<file path="src/rtl/peak_locator.sv">
// Streaming peak finder: per-frame maximum, its location and the above-threshold hit count.
// Latency: the result appears 2 clk_en cycles after the last beat. No input backpressure; the result is held until acknowledged.
module peak_locator #(
  parameter int ROI_SIZE      = 470,
  parameter int NUM_PER_CYCLE = 2,
  parameter int IN_WIDTH      = 28,
  parameter int CNT_WIDTH     = $clog2(ROI_SIZE*ROI_SIZE+1)
) (
  input  logic                                             clk,
  input  logic                                             rst_n,
  input  logic                                             clk_en,
  input  logic signed [NUM_PER_CYCLE-1:0][IN_WIDTH-1:0]    din,
  input  logic                                             din_valid,
  input  logic signed [IN_WIDTH-1:0]                       threshold,
  output logic        [$clog2(ROI_SIZE)-1:0]               peak_x,
  output logic        [$clog2(ROI_SIZE)-1:0]               peak_y,
  output logic signed [IN_WIDTH-1:0]                       peak_val,
  output logic        [CNT_WIDTH-1:0]                      hit_count,
  output logic                                             peak_found,
  output logic                                             result_valid,
  input  logic                                             result_ready,
  output logic                                             busy,
  output logic                                             overrun
);

  localparam int XW = $clog2(ROI_SIZE);
  localparam int LW = $clog2(NUM_PER_CYCLE+1);
  localparam logic [XW-1:0] LAST_COL = XW'(ROI_SIZE - NUM_PER_CYCLE);
  localparam logic [XW-1:0] LAST_ROW = XW'(ROI_SIZE - 1);

  typedef enum logic [1:0] {IDLE, ACC, FLUSH} state_t;
  state_t state;

  logic          accept, beat_first, beat_last;
  logic [XW-1:0] col, row;

  assign accept     = clk_en && din_valid;
  assign beat_first = (col == '0) && (row == '0);
  assign beat_last  = (col == LAST_COL) && (row == LAST_ROW);

  always_ff @(posedge clk or negedge rst_n) begin
    if (!rst_n) begin
      col <= '0;
      row <= '0;
    end else if (accept) begin
      if (col == LAST_COL) begin
        col <= '0;
        row <= (row == LAST_ROW) ? '0 : row + 1'b1;
      end else begin
        col <= col + XW'(NUM_PER_CYCLE);
      end
    end
  end

  // Lane reduction; strict compare keeps the lowest lane on ties.
  logic signed [IN_WIDTH-1:0] lane_max;
  logic [XW-1:0]              lane_x;
  logic [LW-1:0]              lane_cnt;

  always_comb begin
    lane_max = $signed(din[0]);
    lane_x   = col;
    lane_cnt = '0;
    for (int n = 0; n < NUM_PER_CYCLE; n++) begin
      if ($signed(din[n]) > lane_max) begin
        lane_max = $signed(din[n]);
        lane_x   = col + XW'(n);
      end
      if ($signed(din[n]) > threshold) lane_cnt = lane_cnt + 1'b1;
    end
  end

  logic                       s1_vld, s1_first, s1_last;
  logic signed [IN_WIDTH-1:0] s1_max, s1_thr;
  logic [XW-1:0]              s1_x, s1_y;
  logic [LW-1:0]              s1_cnt;

  always_ff @(posedge clk or negedge rst_n) begin
    if (!rst_n) begin
      s1_vld   <= 1'b0;
      s1_first <= 1'b0;
      s1_last  <= 1'b0;
      s1_max   <= '0;
      s1_thr   <= '0;
      s1_x     <= '0;
      s1_y     <= '0;
      s1_cnt   <= '0;
    end else if (clk_en) begin
      s1_vld <= din_valid;
      if (din_valid) begin
        s1_first <= beat_first;
        s1_last  <= beat_last;
        s1_max   <= lane_max;
        s1_thr   <= threshold;
        s1_x     <= lane_x;
        s1_y     <= row;
        s1_cnt   <= lane_cnt;
      end
    end
  end

  logic signed [IN_WIDTH-1:0] run_max, nxt_max;
  logic [XW-1:0]              run_x, run_y, nxt_x, nxt_y;
  logic [CNT_WIDTH-1:0]       run_hits, nxt_hits;
  logic                       take, load;

  assign take     = s1_first || (s1_max > run_max);
  assign nxt_max  = take ? s1_max : run_max;
  assign nxt_x    = take ? s1_x : run_x;
  assign nxt_y    = take ? s1_y : run_y;
  assign nxt_hits = s1_first ? CNT_WIDTH'(s1_cnt) : run_hits + CNT_WIDTH'(s1_cnt);
  assign load     = clk_en && s1_vld && s1_last;

  always_ff @(posedge clk or negedge rst_n) begin
    if (!rst_n) begin
      run_max  <= '0;
      run_x    <= '0;
      run_y    <= '0;
      run_hits <= '0;
    end else if (clk_en && s1_vld) begin
      run_max  <= nxt_max;
      run_x    <= nxt_x;
      run_y    <= nxt_y;
      run_hits <= nxt_hits;
    end
  end

  // A new frame result takes priority over an acknowledge in the same cycle.
  always_ff @(posedge clk or negedge rst_n) begin
    if (!rst_n) begin
      peak_x       <= '0;
      peak_y       <= '0;
      peak_val     <= {1'b1, {(IN_WIDTH-1){1'b0}}};
      hit_count    <= '0;
      peak_found   <= 1'b0;
      result_valid <= 1'b0;
      overrun      <= 1'b0;
    end else if (load) begin
      peak_x       <= nxt_x;
      peak_y       <= nxt_y;
      peak_val     <= nxt_max;
      hit_count    <= nxt_hits;
      peak_found   <= nxt_max > s1_thr;
      result_valid <= 1'b1;
      if (result_valid && !result_ready) overrun <= 1'b1;
    end else if (clk_en && result_ready) begin
      result_valid <= 1'b0;
    end
  end

  always_ff @(posedge clk or negedge rst_n) begin
    if (!rst_n) begin
      state <= IDLE;
      busy  <= 1'b0;
    end else if (clk_en) begin
      case (state)
        IDLE: if (din_valid) begin
          state <= beat_last ? FLUSH : ACC;
          busy  <= 1'b1;
        end
        ACC: if (din_valid && beat_last) state <= FLUSH;
        FLUSH: begin
          if (din_valid) begin
            state <= beat_last ? FLUSH : ACC;
          end else if (s1_vld && s1_last) begin
            state <= IDLE;
            busy  <= 1'b0;
          end
        end
        default: begin
          state <= IDLE;
          busy  <= 1'b0;
        end
      endcase
    end
  end

endmodule

</file>
<file path="config.mk">
export PLATFORM = sky130hd
export DESIGN_NAME = peak_locator
export DESIGN_NICKNAME = d
export VERILOG_FILES = /design/src/rtl/peak_locator.sv
export SDC_FILE = /design/constraint.sdc
export NUM_CORES = 1
export LEC_CHECK = 0
export CAP_MARGIN = 30
export CORE_MARGIN = 3
export CORE_UTILIZATION = 30
export DETAILED_ROUTE_END_ITERATION = 10
export GPL_TIMING_DRIVEN = 0
export PLACE_DENSITY = 0.57
export SETUP_SLACK_MARGIN = 0.3
export SLEW_MARGIN = 20
export SYNTH_ARGS = -nofsm -noshare
export SYNTH_HDL_FRONTEND = slang
export SYNTH_SLANG_ARGS = --single-unit
</file>
<file path="constraint.sdc">
create_clock -name clk -period 4.4 [get_ports clk]
set_input_delay 0.44 -clock clk [delete_from_list [all_inputs] [get_ports clk]]
set_output_delay 0.44 -clock clk [all_outputs]
set_load 0.03 [all_outputs]
</file>
==> flow_summary.json <==
{
  "run_status": "completed",
  "gr-usage-met2_pct": 29.4,
  "power_per_cell_area_nw_per_um2": 511,
  "drt_iter0_drc": 884,
  "yosys_warnings": 0,
  "vias_in_the_first_global_route": 12600,
  "groute.usage.overall_pct": 18.4,
  "type_of_the_worst_setup_path": "register to register",
  "reg2reg_from": "s1_max[13]$_DFFE_PN0P_",
  "die_height_um": 224,
  "required_ns": 4.82,
  "ys_types": 58,
  "layout-area-overhead-vs-synth_pct": 25.4,
  "row_count": 79,
  "report.power.total_uw": 9100,
  "timing.critical_path.to_type": "register",
  "die_w_um": 224,
  "firstDrtPassIters": 5,
  "floorplan.initialDensity_pct": 30.5,
  "die-area_sq_um": 50000,
  "synthFlopType": "dfrtp_1",
  "sequential_cell_area_sq_um": 5780,
  "holdCritPathClass": "input port to asynchronous set/reset pin",
  "pre_cts_ws_ns": -0.189,
  "wl_per_cell_um": 19.4,
  "clock_tree_from_tritoncts": "done",
  "worst_hold_slack_ns": 0.451,
  "top_cells_by_instance_count_after_synthesis": "dfrtp_1, nand2_1, ha_1",
  "drt-total-wl_mm": 46.1,
  "grt_use_met1_pct": 26.0,
  "multiInputGateArea_sq_um": 7740,
  "synth.yosys.seq_area_share_pct": 40.5,
  "port_buffers": 156,
  "r2r-end": "peak_found$_DFFE_PN0P_",
  "num_vias": 12300,
  "top_usage_layer": "met2",
  "fin_crit_sh_pct": 88.0,
  "syn_area_sq_um": 14200,
  "place_congestion": 0.906,
  "synth.top_cells.by_area": "dfrtp_1, ha_1, nand2_1",
  "instances_no_fill": 2380,
  "globalRoute.totalOverflow": 0,
  "syn_avg_cell_area_sq_um": 9.14,
  "synthesis.instances": 1554,
  "drtAntennaViolNets": 0,
  "mappedNetlistNets": 1791,
  "setup.worst_path.start_class": "register",
  "setup_violations": 0,
  "synth_async_sr_flop_share_pct": 100,
  "final_setup_slack_of_the_worst_path_ns": 0.529,
  "power.leakage_uw": 0.00807,
  "worst_clock_skew_ns": 0.00867,
  "cts_sinks": 230,
  "ff2ff_setup_slack_ns": 0.53,
  "hpwl_mm": 36.3,
  "synth_top_cell_by_area": "dfrtp_1",
  "final_net_count": 1990,
  "crit_start": "s1_max[13]$_DFFE_PN0P_",
  "avgViaCountPerCell": 5.18,
  "drc": 0,
  "worstPathArrival_ns": 4.29,
  "timing.max_cap.violations": 0,
  "top_level_ports": 157,
  "transition_time_at_the_pin_with_the_least_slew_margin_ns": 0.829,
  "antenna_cells": 0,
  "timing.final.hold_violations": 0,
  "number_of_enable_flip_flop_cells_after_synthesis": 0,
  "worst_skew_pair.late_latency_ns": 0.54,
  "core_sq_um": 46700,
  "n_fill_cell": 4744,
  "synth_top_cell_area_share_pct": 40.3,
  "final_max_slew_viol_count": 0,
  "fraction_of_final_layout_cells_with_drive_strength_greater_than_1_pct": 9.64,
  "timing.final.crit_period_ns": 3.87,
  "largest_net_degree_at_the_start_of_global_routing": 84,
  "first_pass_grt_wire_length_mm": 73.0,
  "critical_path_peak_fanout": 10,
  "numCtsBuffers": 26,
  "clk_transition_reported_paths_ns": 0.06,
  "timing.fmax_mhz": 258,
  "grt_setup_unrepaired": "false",
  "cts.path.max_buffers": 3,
  "place.detailed.instances": 2319,
  "final_core_util_pct": 38.2,
  "synth_most_common_cell": "dfrtp_1",
  "cts.root.buffer_cell": "clkbuf_16",
  "antenna_found_initial": 2,
  "grt_use_met3_pct": 3.12,
  "r2r_cells": 19,
  "vdd_drop_max_uv": 340,
  "postSynthRegisterBits": 230,
  "timing.slew.headroom_pct": 44.3,
  "h_tree_level_count": 1
}
## power by group
group | switching [uW] | total [uW] | leakage, uW | internal, uW
Sequential | 364 | 2850 | 0.00289 | 2490
Combinational | 2320 | 3920 | 0.00471 | 1600
Clock | 899 | 2320 | 0.000465 | 1420
Total | 3580 | 9100 | 0.00807 | 5510
## repair_timing
item	4_1_cts	5_1_grt
endpoints found under the hold margin	71	0
resized for setup	19	47
setup endpoints to repair	1	1
hold buffers	1	0
pin swaps	4	10
buffers inserted	4	9
## worst max-delay path by stage
stage                                  end  slack, ns  cells after the start
floorplan           peak_found$_DFFE_PN0P_       0.80                     18
global placement        row[2]$_DFFE_PN0P_      -7.30                      1
detailed placement  peak_found$_DFFE_PN0P_      -0.19                     18
CTS                 peak_found$_DFFE_PN0P_       0.31                     18
global route        peak_found$_DFFE_PN0P_       0.28                     19
finish              peak_found$_DFFE_PN0P_       0.53                     19
## area by class of cell
class                           count  share of cell area, %
Multi-Input combinational cell   1110                   43.5
Inverter                          121                   2.55
Tap cell                          607                   4.26
Timing Repair Buffer              172                   9.71
Sequential cell                   230                   32.4
Clock buffer                       36                   4.43
Buffer                             92                   2.35
Clock inverter                     12                  0.773
## worst max-delay path: stages (launching register included)
cell and delay (ns):
dfrtp_2 0.47, ha_1 0.36, a21oi_2 0.16, o21ai_2 0.08
a221oi_2 0.25, o211ai_1 0.21, buf_4 0.18, a211o_1 0.26
buf_6 0.16, buf_4 0.18, nand3_1 0.10, o21ai_2 0.07
ha_1 0.29, a21o_1 0.19, a21o_1 0.17, a21oi_1 0.16
nor2b_1 0.06, o21ai_1 0.14, and3_1 0.18, a31oi_1 0.08
## routing by layer
layer	wire, um	part of all wire, %
met1	22000	48
met2	20600	45
met3	2620	5.7
met4	808	1.8
met5	13	0.028
## state kept, by name, indices dropped and copies added (netlist names), 2 cells and up
register	count
run_hits	18
peak_y	9
s1_x	9
s1_thr	28
s1_max	28
run_x	9
s1_cnt	2
run_max	28
s1_y	9
state	2
row	9
peak_val	28
peak_x	9
col	8
run_y	9
hit_count	18
## per-stage QoR
stage                     TNS [ns]  area (sq um)
after floorplan                  0         14200
after global placement    -1668.12         16500
after detailed placement    -0.189         16600
after CTS                        0         17600
after global routing             0         17800
final                            0         17800
## cell usage in the layout (no fill, tap or decap), drive strengths merged, types with 3 or more instances in the layout
cell	n
ha	147
nand2	208
nand3	93
mux2i	10
dfrtp	229
clkinv	8
a221oi	3
a211oi	8
nor2b	9
nor3b	27
xnor2	11
or3	5
o31a	29
nor3	19
o21ai	103
o21a	35
a21oi	50
nor4	6
nand4	75
bufinv	3
inv	121
or2	3
nand2b	33
o31ai	15
a31oi	9
clkbuf	101
xor2	13
a21o	28
and3	13
and2	4
clkdlybuf4s50	155
o211ai	45
mux2	46
buf	43
nor2	39
## kinds of logic after synthesis
family	Yosys count	synth area share, %
xor+xnor	24	1.48
flops	230	40.5
compound gates	344	15.9
simple gates	538	18.8
buf+inv	214	5.93
fa+ha+maj	148	13.1
mux	56	4.35
No activity file was read; power rests on OpenSTA's default activity.
